--- config.mk ---
export PLATFORM = sky130hd
export DESIGN_NAME = multi_channel_counter_flat
export DESIGN_NICKNAME = d
export VERILOG_FILES = /design/src/rtl/pcs_counter_pkg.sv /design/src/rtl/multi_channel_counter_if.sv /design/src/rtl/counter_channel.sv /design/src/rtl/multi_channel_counter.sv /design/src/flat_wrapper.sv
export SDC_FILE = /design/constraint.sdc
export NUM_CORES = 1
export LEC_CHECK = 0
export ABC_AREA = 1
export CAP_MARGIN = 20
export CELL_PAD_IN_SITES_DETAIL_PLACEMENT = 2
export CELL_PAD_IN_SITES_GLOBAL_PLACEMENT = 2
export CORE_MARGIN = 8
export CORE_UTILIZATION = 25
export DETAILED_ROUTE_END_ITERATION = 8
export PLACE_DENSITY = 0.7
export SLEW_MARGIN = 40
export SYNTH_ARGS = -nofsm -noshare
export SYNTH_HDL_FRONTEND = slang
export SYNTH_SLANG_ARGS = --single-unit
--- constraint.sdc ---
create_clock -name i_clk -period 2.7 [get_ports i_clk]
set_clock_uncertainty 0.1 [all_clocks]
set_input_delay 0.405 -clock i_clk [delete_from_list [all_inputs] [get_ports i_clk]]
set_output_delay 0.405 -clock i_clk [all_outputs]
set_load 0.005 [all_outputs]
--- src/rtl/pcs_counter_pkg.sv ---
// ============================================================================
// Module : pcs_counter_pkg
// Brief  : Shared mode/state encodings for the multi-channel PCS timing counter.
// Rev    : 1.0  initial release
// ============================================================================
`default_nettype none

package pcs_counter_pkg;

    localparam int C_MODE_W = 2;

    typedef enum logic [1:0] {
        MODE_WRAP     = 2'd0,
        MODE_ONESHOT  = 2'd1,
        MODE_SATURATE = 2'd2
    } mode_e;

    typedef enum logic [1:0] {
        ST_IDLE = 2'd0,
        ST_RUN  = 2'd1,
        ST_HOLD = 2'd2
    } cnt_state_e;

    // The reserved encoding 2'b11 behaves as WRAP.
    function automatic mode_e decode_mode(input logic [C_MODE_W-1:0] raw);
        case (raw)
            2'd1:    return MODE_ONESHOT;
            2'd2:    return MODE_SATURATE;
            default: return MODE_WRAP;
        endcase
    endfunction

endpackage

`default_nettype wire

--- src/rtl/multi_channel_counter_if.sv ---
// ============================================================================
// Module : multi_channel_counter_if
// Brief  : Control/status bundle for the multi-channel counter block.
// Rev    : 1.0  initial release
// ============================================================================
`default_nettype none

interface multi_channel_counter_if #(
    parameter int N_CHANNELS = 4,
    parameter int NB_COUNT   = 8
);
    logic                           valid;
    logic [N_CHANNELS-1:0]          enable;
    logic [N_CHANNELS-1:0]          clear;
    logic [2*N_CHANNELS-1:0]        mode;
    logic [NB_COUNT*N_CHANNELS-1:0] period;
    logic [NB_COUNT*N_CHANNELS-1:0] counter;
    logic [N_CHANNELS-1:0]          tc;
    logic [N_CHANNELS-1:0]          busy;
    logic [N_CHANNELS-1:0]          done;
    logic                           tc_any;

    modport master (
        output valid, enable, clear, mode, period,
        input  counter, tc, busy, done, tc_any
    );

    modport slave (
        input  valid, enable, clear, mode, period,
        output counter, tc, busy, done, tc_any
    );
endinterface

`default_nettype wire

--- src/rtl/counter_channel.sv ---
// ============================================================================
// Module : counter_channel
// Brief  : One valid-gated counter channel: IDLE/RUN/HOLD FSM, counter, config latch.
// Rev    : 1.0  initial release
// ============================================================================
`default_nettype none

module counter_channel
    import pcs_counter_pkg::*;
#(
    parameter int MAX_COUNT = 255,
    parameter int NB_COUNT  = $clog2(MAX_COUNT + 1)
) (
    input  wire logic                i_clk,
    input  wire logic                i_rst_n,
    input  wire logic                i_valid,
    input  wire logic                i_enable,
    input  wire logic                i_clear,
    input  wire logic [1:0]          i_mode,
    input  wire logic [NB_COUNT-1:0] i_period,
    output logic      [NB_COUNT-1:0] o_counter,
    output logic                     o_tc,
    output logic                     o_busy,
    output logic                     o_done
);

    cnt_state_e          r_state;
    logic [NB_COUNT-1:0] r_counter;
    logic [NB_COUNT-1:0] r_period;
    mode_e               r_mode;
    logic                r_tc;

    cnt_state_e          w_state_nxt;
    logic [NB_COUNT-1:0] w_counter_nxt;
    logic [NB_COUNT-1:0] w_period_nxt;
    mode_e               w_mode_nxt;
    logic                w_tc_nxt;
    logic [NB_COUNT-1:0] w_eff_period;
    logic [NB_COUNT-1:0] w_step_period;
    mode_e               w_step_mode;
    logic [NB_COUNT-1:0] w_cnt_inc;
    logic                w_step;

    // The upper clamp only exists when the period port can express values above MAX_COUNT.
    if (MAX_COUNT < (2 ** NB_COUNT) - 1) begin : g_clamp
        always_comb begin
            if (i_period == '0)
                w_eff_period = NB_COUNT'(1);
            else if (i_period > NB_COUNT'(MAX_COUNT))
                w_eff_period = NB_COUNT'(MAX_COUNT);
            else
                w_eff_period = i_period;
        end
    end else begin : g_noclamp
        assign w_eff_period = (i_period == '0) ? NB_COUNT'(1) : i_period;
    end

    always_comb begin
        w_state_nxt   = r_state;
        w_counter_nxt = r_counter;
        w_period_nxt  = r_period;
        w_mode_nxt    = r_mode;
        w_tc_nxt      = 1'b0;
        w_step        = 1'b0;
        w_step_period = r_period;
        w_step_mode   = r_mode;
        w_cnt_inc     = r_counter + NB_COUNT'(1);

        if (i_clear) begin
            w_state_nxt   = ST_IDLE;
            w_counter_nxt = '0;
        end else if (i_valid) begin
            case (r_state)
                ST_IDLE: begin
                    if (i_enable) begin
                        // Start behaves as a step from 0 so a period of 1 terminates immediately.
                        w_period_nxt  = w_eff_period;
                        w_mode_nxt    = decode_mode(i_mode);
                        w_step_period = w_eff_period;
                        w_step_mode   = decode_mode(i_mode);
                        w_cnt_inc     = NB_COUNT'(1);
                        w_step        = 1'b1;
                    end
                end
                ST_RUN: w_step = 1'b1;
                ST_HOLD: begin
                    if (!i_enable) begin
                        w_state_nxt   = ST_IDLE;
                        w_counter_nxt = '0;
                    end
                end
                default: begin
                    w_state_nxt   = ST_IDLE;
                    w_counter_nxt = '0;
                end
            endcase

            if (w_step) begin
                if (w_cnt_inc == w_step_period) begin
                    w_tc_nxt = 1'b1;
                    case (w_step_mode)
                        MODE_SATURATE: begin
                            w_counter_nxt = w_step_period;
                            w_state_nxt   = ST_HOLD;
                        end
                        MODE_ONESHOT: begin
                            w_counter_nxt = '0;
                            w_state_nxt   = ST_HOLD;
                        end
                        default: begin
                            w_counter_nxt = '0;
                            w_state_nxt   = i_enable ? ST_RUN : ST_IDLE;
                        end
                    endcase
                end else begin
                    w_counter_nxt = w_cnt_inc;
                    w_state_nxt   = ST_RUN;
                end
            end
        end
    end

    always_ff @(posedge i_clk or negedge i_rst_n) begin
        if (!i_rst_n) begin
            r_state   <= ST_IDLE;
            r_counter <= '0;
            r_period  <= '0;
            r_mode    <= MODE_WRAP;
            r_tc      <= 1'b0;
        end else begin
            r_state   <= w_state_nxt;
            r_counter <= w_counter_nxt;
            r_period  <= w_period_nxt;
            r_mode    <= w_mode_nxt;
            r_tc      <= w_tc_nxt;
        end
    end

    assign o_counter = r_counter;
    assign o_tc      = r_tc;
    assign o_busy    = (r_state == ST_RUN);
    assign o_done    = (r_state == ST_HOLD);

endmodule

`default_nettype wire

--- src/rtl/multi_channel_counter.sv ---
// ============================================================================
// Module : multi_channel_counter
// Brief  : N independent valid-gated terminal-count timers for PCS lane timing.
// Rev    : 1.0  initial release
// ============================================================================
`default_nettype none

module multi_channel_counter
    import pcs_counter_pkg::*;
#(
    parameter int N_CHANNELS = 4,
    parameter int MAX_COUNT  = 255,
    parameter int NB_COUNT   = $clog2(MAX_COUNT + 1)
) (
    input wire logic                i_clk,
    input wire logic                i_rst_n,
    multi_channel_counter_if.slave  bus
);

    logic [NB_COUNT*N_CHANNELS-1:0] w_counter;
    logic [N_CHANNELS-1:0]          w_tc;
    logic [N_CHANNELS-1:0]          w_busy;
    logic [N_CHANNELS-1:0]          w_done;

    for (genvar g = 0; g < N_CHANNELS; g++) begin : g_ch
        counter_channel #(
            .MAX_COUNT (MAX_COUNT),
            .NB_COUNT  (NB_COUNT)
        ) u_channel (
            .i_clk     (i_clk),
            .i_rst_n   (i_rst_n),
            .i_valid   (bus.valid),
            .i_enable  (bus.enable[g]),
            .i_clear   (bus.clear[g]),
            .i_mode    (bus.mode[C_MODE_W*g +: C_MODE_W]),
            .i_period  (bus.period[NB_COUNT*g +: NB_COUNT]),
            .o_counter (w_counter[NB_COUNT*g +: NB_COUNT]),
            .o_tc      (w_tc[g]),
            .o_busy    (w_busy[g]),
            .o_done    (w_done[g])
        );
    end

    assign bus.counter = w_counter;
    assign bus.tc      = w_tc;
    assign bus.busy    = w_busy;
    assign bus.done    = w_done;
    assign bus.tc_any  = |w_tc;

endmodule

`default_nettype wire

--- src/flat_wrapper.sv ---
// flat-port wrapper written by rule: the top's interface ports become plain ports
module multi_channel_counter_flat import pcs_counter_pkg::*;
#(
    parameter int N_CHANNELS = 4,
    parameter int MAX_COUNT  = 255,
    parameter int NB_COUNT   = $clog2(MAX_COUNT + 1)
)
  (i_clk, i_rst_n, bus_valid, bus_enable, bus_clear, bus_mode, bus_period, bus_counter, bus_tc, bus_busy, bus_done, bus_tc_any);
  multi_channel_counter_if #(.N_CHANNELS(N_CHANNELS), .NB_COUNT(NB_COUNT)) bus_i ();
  input wire logic i_clk;
  input wire logic i_rst_n;
  input wire logic [$bits(bus_i.valid)-1:0] bus_valid;
  input wire logic [$bits(bus_i.enable)-1:0] bus_enable;
  input wire logic [$bits(bus_i.clear)-1:0] bus_clear;
  input wire logic [$bits(bus_i.mode)-1:0] bus_mode;
  input wire logic [$bits(bus_i.period)-1:0] bus_period;
  output wire logic [$bits(bus_i.counter)-1:0] bus_counter;
  output wire logic [$bits(bus_i.tc)-1:0] bus_tc;
  output wire logic [$bits(bus_i.busy)-1:0] bus_busy;
  output wire logic [$bits(bus_i.done)-1:0] bus_done;
  output wire logic [$bits(bus_i.tc_any)-1:0] bus_tc_any;
  assign bus_i.valid = bus_valid;
  assign bus_i.enable = bus_enable;
  assign bus_i.clear = bus_clear;
  assign bus_i.mode = bus_mode;
  assign bus_i.period = bus_period;
  assign bus_counter = bus_i.counter;
  assign bus_tc = bus_i.tc;
  assign bus_busy = bus_i.busy;
  assign bus_done = bus_i.done;
  assign bus_tc_any = bus_i.tc_any;
  multi_channel_counter #(.N_CHANNELS(N_CHANNELS), .MAX_COUNT(MAX_COUNT), .NB_COUNT(NB_COUNT)) u_core (.i_clk(i_clk), .i_rst_n(i_rst_n), .bus(bus_i));
endmodule
==> flow_metrics.env, run 1 <==
export IMPL_outcome="finished clean"
export IMPL_max_cap_violations=0
export IMPL_synthTopCellsByArea="dfrtp_1 (33%), nand2_1 (23%), nand3_1 (11%)"
export IMPL_synthTopCellsByCount="nand2_1 (394), nand3_1 (137), inv_1 (116)"
export IMPL_synth_net_count=1056
export IMPL_slew_headroom_pct=62.6
export IMPL_final_antenna_net_count=0
export IMPL_antenna_found_initial=0
export IMPL_cts_num_sinks=84
export IMPL_peakVddDrop_mv=0.205
export IMPL_avgSynthCellArea_um2=6.36
export IMPL_mappedNetlistArea_mm2=0.00634
export IMPL_p_leak_uw=0.00405
export IMPL_ios=96
export IMPL_start_util_pct=25.3
export IMPL_grt_use_met1_pct=20.1
export IMPL_yosys_cell_types_count=40
export IMPL_cts_hold_buffers_added=1
export IMPL_routed_wirelength_um=23600
export IMPL_fin_crit_ns=2.37
export IMPL_final_nets=1165
export IMPL_path_max_fanout=17
export IMPL_finalWeightedCongestion=0.776
export IMPL_synth_top_area_share_pct=33.1
export IMPL_netlist_instances=997
export IMPL_cts_max_level=3
export IMPL_r2r_start="u_core.g_ch[2].u_channel.r_state[1]"
export IMPL_yosys_warnings=0
export IMPL_vias=6861
export IMPL_die_h_um=175
export IMPL_worstSetupEndpointType="flop"
export IMPL_core_mm2=0.0250
export IMPL_ys_ff_latch=84
export IMPL_required_ns=2.83
export IMPL_synth_ff_type="dfrtp_1"
export IMPL_ys_seq_area_share_pct=33.1
export IMPL_drive_gt1_share_pct=7.83
export IMPL_slew_viol_final=0
export IMPL_cts_resized=0
export IMPL_clk_pin_slew_ns=0.07
export IMPL_drc=0
export IMPL_wire_per_inst_um=16.4
export IMPL_startpoint="u_core.g_ch[2].u_channel.r_state[1]"
export IMPL_drt_initial_drc_count=244
export IMPL_grt_pass1_wl_um=39200
export IMPL_power_density_mw_per_mm2=496
export IMPL_top_usage_layer="met2"
export IMPL_cts_tree="done"
export IMPL_r2r_setup_slack_ns=0.33
export IMPL_tns_ns=0
export IMPL_grt_max_degree=38
export IMPL_port_buffers=95
export IMPL_insertion_delay_ns=0.35
export IMPL_finalNonFillerCells=1441
export IMPL_diodes=0
export IMPL_fin_total_pwr_uw=3990
export IMPL_grt_use_met3_pct=2.28
export IMPL_overflow=0
export IMPL_routed_via_density=4.76
export IMPL_area_growth_syn_to_layout_pct=26.9
export IMPL_worst_setup_path_type="flop to flop"
export IMPL_dp_cells=1424
export IMPL_max_clock_freq_mhz=421
export IMPL_cts_setup_buffers=0
export IMPL_rsz0062_at_grt="no"
export IMPL_cp_start_kind="flop"
export IMPL_hold_path_class="flop to flop"
export IMPL_hpwl_um=18800
export IMPL_async_flop_share_pct=100
export IMPL_die_w_um=175
export IMPL_grt_pass1_vias=7624
export IMPL_r2r_cells=11
export IMPL_num_rows=58
export IMPL_hold_violations=0
export IMPL_track_usage_pct=15.7
export IMPL_reg2reg_to="u_core.g_ch[2].u_channel.o_counter[3]"
export IMPL_die_area_mm2=0.0307
export IMPL_first_pass_iters=4
export IMPL_yosysTopAreaCell="dfrtp_1"
export IMPL_numCtsBuffers=9
export IMPL_synth_most_common_cell="nand2_1"
export IMPL_fin_crit_sh_pct=87.9
export IMPL_setup_viol=0
export IMPL_clk_root_buffer_cell="clkbuf_16"
export IMPL_globalRouteMet2Util_pct=27.0
export IMPL_clk_path_buf_depth=2
export IMPL_crit_path_end="u_core.g_ch[2].u_channel.o_counter[3]"
export IMPL_hold_depth=2
export IMPL_hold_slack_ns=0.392
export IMPL_arrival_ns=2.50
export IMPL_tightest_slew_ns=0.560
export IMPL_synth_edf_count=0
[stage by stage]
step / cell area (µm²) / utilization (%) / worst slack [ns]
6_report: 8050 / 32.2 / 0.326
5_1_grt: 8050 / 32.2 / 0.105
4_1_cts: 8050 / 32.2 / 0.279
3_5_place_dp: 7760 / 31.0 / -0.0172
3_3_place_gp: 7760 / 31.0 / 0.0290
2_1_floorplan: 6340 / - / 0.730
[worst max-delay path, cell delays in order, from the launching register on]
cell	delay [ns]
dfrtp_1	0.45
nor2_4	0.25
nand2_4	0.16
buf_12	0.19
o21ai_1	0.24
nand3_1	0.14
nand2_1	0.10
nand2_1	0.09
nor2_4	0.25
nand3_1	0.11
nand3_1	0.12
nand2_1	0.06
[metal layers]
layer  up-vias  routed length [µm]
li1       3382                   -
met5         -                   0
met1      3376               11200
met4         0                 318
met2        82               11500
met3        21                 622
[sequential cells by signal (all words and copies together), names as in the netlist]
register and flops:
u_core.g_ch.u_channel.o_counter 32, u_core.g_ch.u_channel.r_period 32, u_core.g_ch.u_channel.r_mode 8, u_core.g_ch.u_channel.r_state 8, u_core.g_ch.u_channel.o_tc 4
[cells in the final DEF, fill, tap and decap left out, types with 7 or more instances in the layout]
cell and instances:
nand2_2 7, buf_4 33, ha_1 8, clkbuf_16 9
nor2_4 10, nor2_1 69, nand4_1 12, nand2_1 394
o21ai_0 47, inv_1 116, clkdlybuf4s50_1 94, o21ai_1 15
dfrtp_1 84, nand3_1 137
[kinds of logic (layout without fill, tap and decap cells)]
family                     after synthesis  in the layout  synth area share, %
and+or+nand+nor                        654            654                 45.6
buffers and inverters                  154            268                 10.8
AOI/OAI and AO/OA                       93             93                 8.36
DFF                                     84             84                 33.1
adders and majority gates                8              8                 1.58
xor gates and xnor gates                 4              4                0.552
[worst min-delay path by stage]
| stage | start | slack, ns | to |
|---|---|---|---|
| after floorplan | i_rst_n | 0.009 | u_core.g_ch[0].u_channel.o_counter[0] |
| after global placement | i_rst_n | 0.33 | u_core.g_ch[0].u_channel.r_period[2] |
| after detailed placement | i_rst_n | 0.34 | u_core.g_ch[0].u_channel.r_period[2] |
| after CTS | u_core.g_ch[3].u_channel.r_period[1] | 0.40 | u_core.g_ch[3].u_channel.r_period[1] |
| after global routing | u_core.g_ch[3].u_channel.r_period[1] | 0.42 | u_core.g_ch[3].u_channel.r_period[1] |
| final | u_core.g_ch[3].u_channel.r_period[1] | 0.39 | u_core.g_ch[3].u_channel.r_period[1] |
[final cells by class]
class                      instances  area, µm²
inverter                         122        458
fill                            3085      17000
clock inverter                     1       5.00
sequential                        84       2100
multi-input combinational        759       3560
clock buffer                      15        278
tap                              330        413
timing repair buffer             130       1240
[power by group]
group | internal, µW | switching, µW | total, µW
clock | 702 | 559 | 1260
combinational | 455 | 784 | 1240
sequential | 1390 | 100 | 1490
(Power assumes the default switching activity.)
==> inputs of run 2 (changes only) <==
CORE_ASPECT_RATIO = 0.6   (was unset)
==> run 2 against run 1 <==
Net effect: flip-flop and latch count stayed put; wire length is 4.6% higher; design area stayed put; clock power is 6% higher; critical path type unchanged; critical path depth is 2 higher; highest routed layer unchanged; setup slack worse by 0.085 ns.
==> flow_metrics.env, run 2 (synthesis gave the netlist of run 1 again) <==
export IMPL_outcome="finished clean"
export IMPL_cts_num_sinks=84
export IMPL_reg2reg_to="u_core.g_ch[3].u_channel.o_counter[1]"
export IMPL_fin_total_pwr_uw=4090
export IMPL_routed_via_density=4.70
export IMPL_grt_pass1_wl_um=40300
export IMPL_postLayoutCellArea_mm2=0.00805
export IMPL_worst_setup_path_type="flop to flop"
export IMPL_grt_max_degree=38
export IMPL_multi_input_area_mm2=0.00356
export IMPL_die_h_um=139
export IMPL_vias=6758
export IMPL_hp_start="u_core.g_ch[1].u_channel.r_mode[1]"
export IMPL_hold_path_class="flop to flop"
export IMPL_clk_pin_slew_ns=0.07
export IMPL_setup_slack_ns=0.241
export IMPL_diodes=0
export IMPL_holdPathEnd="u_core.g_ch[1].u_channel.r_mode[1]"
export IMPL_regArea_mm2=0.00210
export IMPL_die_area_mm2=0.0309
export IMPL_finalWeightedCongestion=0.801
export IMPL_r2r_start="u_core.g_ch[3].u_channel.r_state[1]"
export IMPL_hold_violations=0
export IMPL_p_leak_uw=0.00405
export IMPL_final_nets=1164
export IMPL_first_pass_iters=4
export IMPL_arrival_ns=2.66
export IMPL_final_antenna_net_count=0
export IMPL_insertion_delay_ns=0.37
export IMPL_setup_viol=0
export IMPL_numCtsBuffers=9
export IMPL_slew_viol_final=0
export IMPL_drt_initial_drc_count=217
export IMPL_r2r_setup_slack_ns=0.24
export IMPL_max_clock_freq_mhz=407
export IMPL_place_area_mm2=0.00775
export IMPL_hold_depth=2
export IMPL_ios=96
export IMPL_die_w_um=222
export IMPL_power_density_mw_per_mm2=507
export IMPL_hpwl_um=20000
export IMPL_wire_per_inst_um=17.2
export IMPL_clk_path_buf_depth=2
export IMPL_max_cap_violations=0
export IMPL_rsz0062_at_grt="no"
export IMPL_nFillCells=3053
export IMPL_port_buffers=95
export IMPL_cts_tree="done"
export IMPL_num_rows=45
export IMPL_slew_headroom_pct=63.5
export IMPL_cts_max_level=3
export IMPL_routed_wirelength_um=24700
export IMPL_fin_crit_sh_pct=91.1
export IMPL_cts_setup_buffers=0
export IMPL_required_ns=2.90
export IMPL_layout_commonest_cell="nand2_1"
export IMPL_grt_pass1_vias=7284
export IMPL_peakVddDrop_mv=0.274
export IMPL_fin_crit_ns=2.46
export IMPL_drive_gt1_share_pct=7.76
export IMPL_antenna_found_initial=0
export IMPL_r2r_cells=13
export IMPL_area_growth_syn_to_layout_pct=26.9
export IMPL_post_place_ws_ns=-0.0362
export IMPL_worstSetupEndpointType="flop"
export IMPL_start_util_pct=25.3
export IMPL_tightest_slew_ns=0.547
export IMPL_final_core_util_pct=32.1
export IMPL_drc=0
export IMPL_layout_common_cells="nand2_1 (394), nand3_1 (137), inv_1 (116)"
export IMPL_track_usage_pct=16.1
export IMPL_core_mm2=0.0251
export IMPL_overflow=0
export IMPL_cp_start_kind="flop"
export IMPL_clk_root_buffer_cell="clkbuf_16"
export IMPL_path_max_fanout=25
## run 2: changes by cell type in the layout (fill, tap and decap cells not counted)
cell	previous run	this run
buf_4	33	32
bufinv_16	0	1
clkbuf_1	3	1
clkbuf_8	3	2
## run 2: final cells by class
cell class	count	area share [%]
clock inverters	2	0.435
multi-input cells	759	44.2
flip-flops and latches	84	26.1
clock buffers	12	3.19
repair buffers	129	15.3
well taps	329	5.11
inverters	122	5.69
## run 2: timing repair
action,CTS,global route
hold endpoints to repair,31,0
resized for setup,0,0
hold buffers,1,0
## run 2: worst max-delay path by stage
stage,startpoint,slack (ns),endpoint
3_5_place_dp,bus_enable[3],-0.04,u_core.g_ch[3].u_channel.o_counter[1]
5_1_grt,u_core.g_ch[3].u_channel.r_state[1],0.009,u_core.g_ch[3].u_channel.o_counter[6]
3_3_place_gp,bus_enable[3],-0.03,u_core.g_ch[3].u_channel.o_counter[6]
2_1_floorplan,u_core.g_ch[2].u_channel.r_state[1],0.73,u_core.g_ch[2].u_channel.r_state[1]
4_1_cts,u_core.g_ch[3].u_channel.r_state[1],0.22,u_core.g_ch[3].u_channel.o_counter[1]
6_report,u_core.g_ch[3].u_channel.r_state[1],0.24,u_core.g_ch[3].u_channel.o_counter[1]
## run 2: report_power, final
group          switching (µW)  internal [µW]
registers                98.1           1390
clock network             587            758
logic                     800            452
## run 2: metrics by stage
stage,hold slack (ns),TNS [ns],std cells
after floorplan,0.00941,0,997
after global placement,0.323,-0.105,1422
after detailed placement,0.328,-0.123,1422
after CTS,0.390,0,1437
after global routing,0.402,0,1437
final,0.385,0,1437
## run 2: per-layer routing
metal	GRT usage, %	part of all wire (%)	vias up
met5	0	0	-
met4	3.06	0.73	0
met3	3.38	3.7	14
met2	24.2	42	85
met1	23.6	54	3280
li1	-	-	3379
## run 2: critical path, stage by stage (launching register included)
cell and delay [ns]:
dfrtp_1 0.45, nor2_4 0.21, nand2_4 0.20, inv_1 0.26, nand2_1 0.08, nand2_1 0.14, nand3_1 0.10, nand2_1 0.08
nand2_1 0.08, nor2_4 0.27, nand2_4 0.16, nand2_1 0.09, nand3_1 0.09, nand2_1 0.08
==> inputs of run 3 (changes only) <==
CELL_PAD_IN_SITES_DETAIL_PLACEMENT = unset   (was 2)
CELL_PAD_IN_SITES_GLOBAL_PLACEMENT = unset   (was 2)
MAX_ROUTING_LAYER = met4   (was unset)
PLACE_DENSITY = 0.43   (was 0.7)
SLEW_MARGIN = unset   (was 40)
==> run 3 against run 2 <==
Net effect: combinational power shrank 6%; total power shrank 1.7%; non-clock buffer count shrank 10; cell count shrank 0.63%; register-to-register slack gained 0.07 ns; utilization shrank 0.25 points; critical path depth is the same; setup slack gained 0.073 ns; critical endpoint is now u_core.g_ch[3].u_channel.o_counter[6].
==> flow_metrics.env, run 3 (synthesis gave the netlist of run 1 again) <==
export IMPL_outcome="finished clean"
export IMPL_wl_met1_um=11800
export IMPL_die_w_um=222
export IMPL_overflow=0
export IMPL_die_area_mm2=0.0309
export IMPL_tightest_slew_ns=0.450
export IMPL_fin_crit_ns=2.39
export IMPL_final_nets=1154
export IMPL_insertion_delay_ns=0.36
export IMPL_ios=96
export IMPL_drive_gt1_share_pct=6.92
export IMPL_start_util_pct=25.3
export IMPL_grt_pass1_wl_um=33900
export IMPL_numCtsBuffers=9
export IMPL_p_comb_share_pct=29.4
export IMPL_crit_cells=13
export IMPL_clk_root_buffer_cell="clkbuf_16"
export IMPL_top_layer="met4"
export IMPL_cpMostUsedCell="nand2_1"
export IMPL_peakVddDrop_mv=0.229
export IMPL_arrival_ns=2.58
export IMPL_layout_common_cells="nand2_1 (394), nand3_1 (137), inv_1 (116)"
export IMPL_cts_num_sinks=84
export IMPL_tns_ns=0
export IMPL_slew_viol_final=0
export IMPL_cts_hold_buffers_added=1
export IMPL_setup_viol=0
export IMPL_clk_pin_slew_ns=0.07
export IMPL_regArea_mm2=0.00210
export IMPL_drt_initial_drc_count=500
export IMPL_routed_via_density=4.52
export IMPL_cp_start_kind="flop"
export IMPL_p_sw_share_pct=35.0
export IMPL_drc=0
export IMPL_cts_resized=0
export IMPL_first_pass_iters=5
export IMPL_grt_pass1_vias=6084
export IMPL_worstSetupEndpointType="flop"
export IMPL_die_h_um=139
export IMPL_setup_slack_ns=0.313
export IMPL_post_place_ws_ns=0.0439
export IMPL_max_clock_freq_mhz=419
export IMPL_worst_setup_path_type="flop to flop"
export IMPL_crit_family="simple AND/OR/NAND/NOR gates"
export IMPL_cpMaxStageDelayCell="dfrtp_1"
export IMPL_wire_per_inst_um=14.6
export IMPL_power_density_mw_per_mm2=503
export IMPL_seqPwrFrac_pct=37.1
export IMPL_hold_violations=0
export IMPL_antenna_found_initial=0
export IMPL_path_cells="nor2_4, nand2_4, inv_1, nand2_1, nand2_1, nand3_1, nand2_1, nand2_1, nor2_4, nand2_4, nand2_1, nand3_1, nand2_1"
export IMPL_slew_headroom_pct=70.0
export IMPL_max_cap_violations=0
export IMPL_hold_path_class="flop to flop"
export IMPL_layout_commonest_cell="nand2_1"
export IMPL_area_growth_syn_to_layout_pct=25.9
export IMPL_final_core_util_pct=31.8
export IMPL_num_rows=45
export IMPL_path_buf_inv=1
export IMPL_hold_depth=2
export IMPL_r2r_cells=13
export IMPL_finalWeightedCongestion=0.806
export IMPL_path_max_fanout=15
export IMPL_port_buffers=95
export IMPL_wl_met3_um=991
export IMPL_nFillCells=2816
export IMPL_p_switching_uw=1400
export IMPL_core_mm2=0.0251
export IMPL_p_leak_uw=0.00401
export IMPL_cpPeakStageDelay_ns=0.44
export IMPL_cts_tree="done"
export IMPL_required_ns=2.90
export IMPL_intPower_uw=2610
export IMPL_fin_total_pwr_uw=4020
export IMPL_dr_wl_met2_um=7910
export IMPL_diodes=0
export IMPL_cts_setup_buffers=0
export IMPL_grt_max_degree=61
export IMPL_final_antenna_net_count=0
export IMPL_vias=6461
export IMPL_pwr_share_clk_pct=33.6
export IMPL_hold_slack_ns=0.387
export IMPL_routed_wirelength_um=20800
export IMPL_clk_path_buf_depth=2
export IMPL_fin_crit_sh_pct=88.4
export IMPL_hpwl_um=16300
export IMPL_track_usage_pct=14.1
export IMPL_multi_input_area_mm2=0.00356
export IMPL_cts_max_level=3
export IMPL_rsz0062_at_grt="no"
[run 3: changes by cell type in the layout (fill, tap and decap cells not counted)]
| cell | previous run | this run |
|---|---|---|
| clkbuf_8 | 2 | 3 |
| clkinv_2 | 1 | 0 |
| buf_4 | 32 | 22 |
| clkbuf_1 | 1 | 2 |
[run 3: power groups by stage]
stage	clock network, µW	registers, µW	logic [µW]
after floorplan	0	1490	794
after global placement	0	1510	1180
after detailed placement	0	1510	1180
after CTS	1420	1490	1190
after global routing	1470	1510	1340
final	1350	1490	1180
[run 3: final timing paths]
check                                                   endpoint                                 start  slack, ns
min in group asynchronous   u_core.g_ch[2].u_channel.r_period[7]                               i_rst_n       0.41
min reg2reg                 u_core.g_ch[2].u_channel.r_period[5]  u_core.g_ch[2].u_channel.r_period[5]       0.39
max in group asynchronous  u_core.g_ch[0].u_channel.o_counter[3]                               i_rst_n       1.39
max                        u_core.g_ch[3].u_channel.o_counter[6]   u_core.g_ch[3].u_channel.r_state[1]       0.31
max reg2reg                u_core.g_ch[3].u_channel.o_counter[6]   u_core.g_ch[3].u_channel.r_state[1]       0.31
min                         u_core.g_ch[2].u_channel.r_period[5]  u_core.g_ch[2].u_channel.r_period[5]       0.39
[run 3: final cells by class]
| type | instances | share of cell area, % |
|---|---|---|
| repair buffers | 119 | 14.5 |
| clock buffers | 14 | 3.43 |
| flip-flops and latches | 84 | 26.3 |
| well taps | 329 | 5.15 |
| inverters | 122 | 5.73 |
| multi-input cells | 759 | 44.5 |
| clock inverters | 1 | 0.376 |
[run 3: worst reg2reg max path: stages (launching register included)]
cell     delay (ns)
dfrtp_1        0.44
nor2_4         0.21
nand2_4        0.15
inv_1          0.25
nand2_1        0.09
nand2_1        0.14
nand3_1        0.10
nand2_1        0.08
nand2_1        0.08
nor2_4         0.26
nand2_4        0.16
nand2_1        0.10
nand3_1        0.09
nand2_1        0.07
[run 3: metrics by stage]
stage / cells / instance area, µm²
after global placement: 1412 / 7670
final: 1428 / 7990
after global routing: 1428 / 7990
after detailed placement: 1412 / 7670
after CTS: 1428 / 7990
after floorplan: 997 / 6340
[run 3: layer usage]
metal  vias up  GRT usage, %
met5         -             -
li1       3355             -
met3         9          3.84
met1      2969          21.1
met4         0          2.61
met2       128          18.4
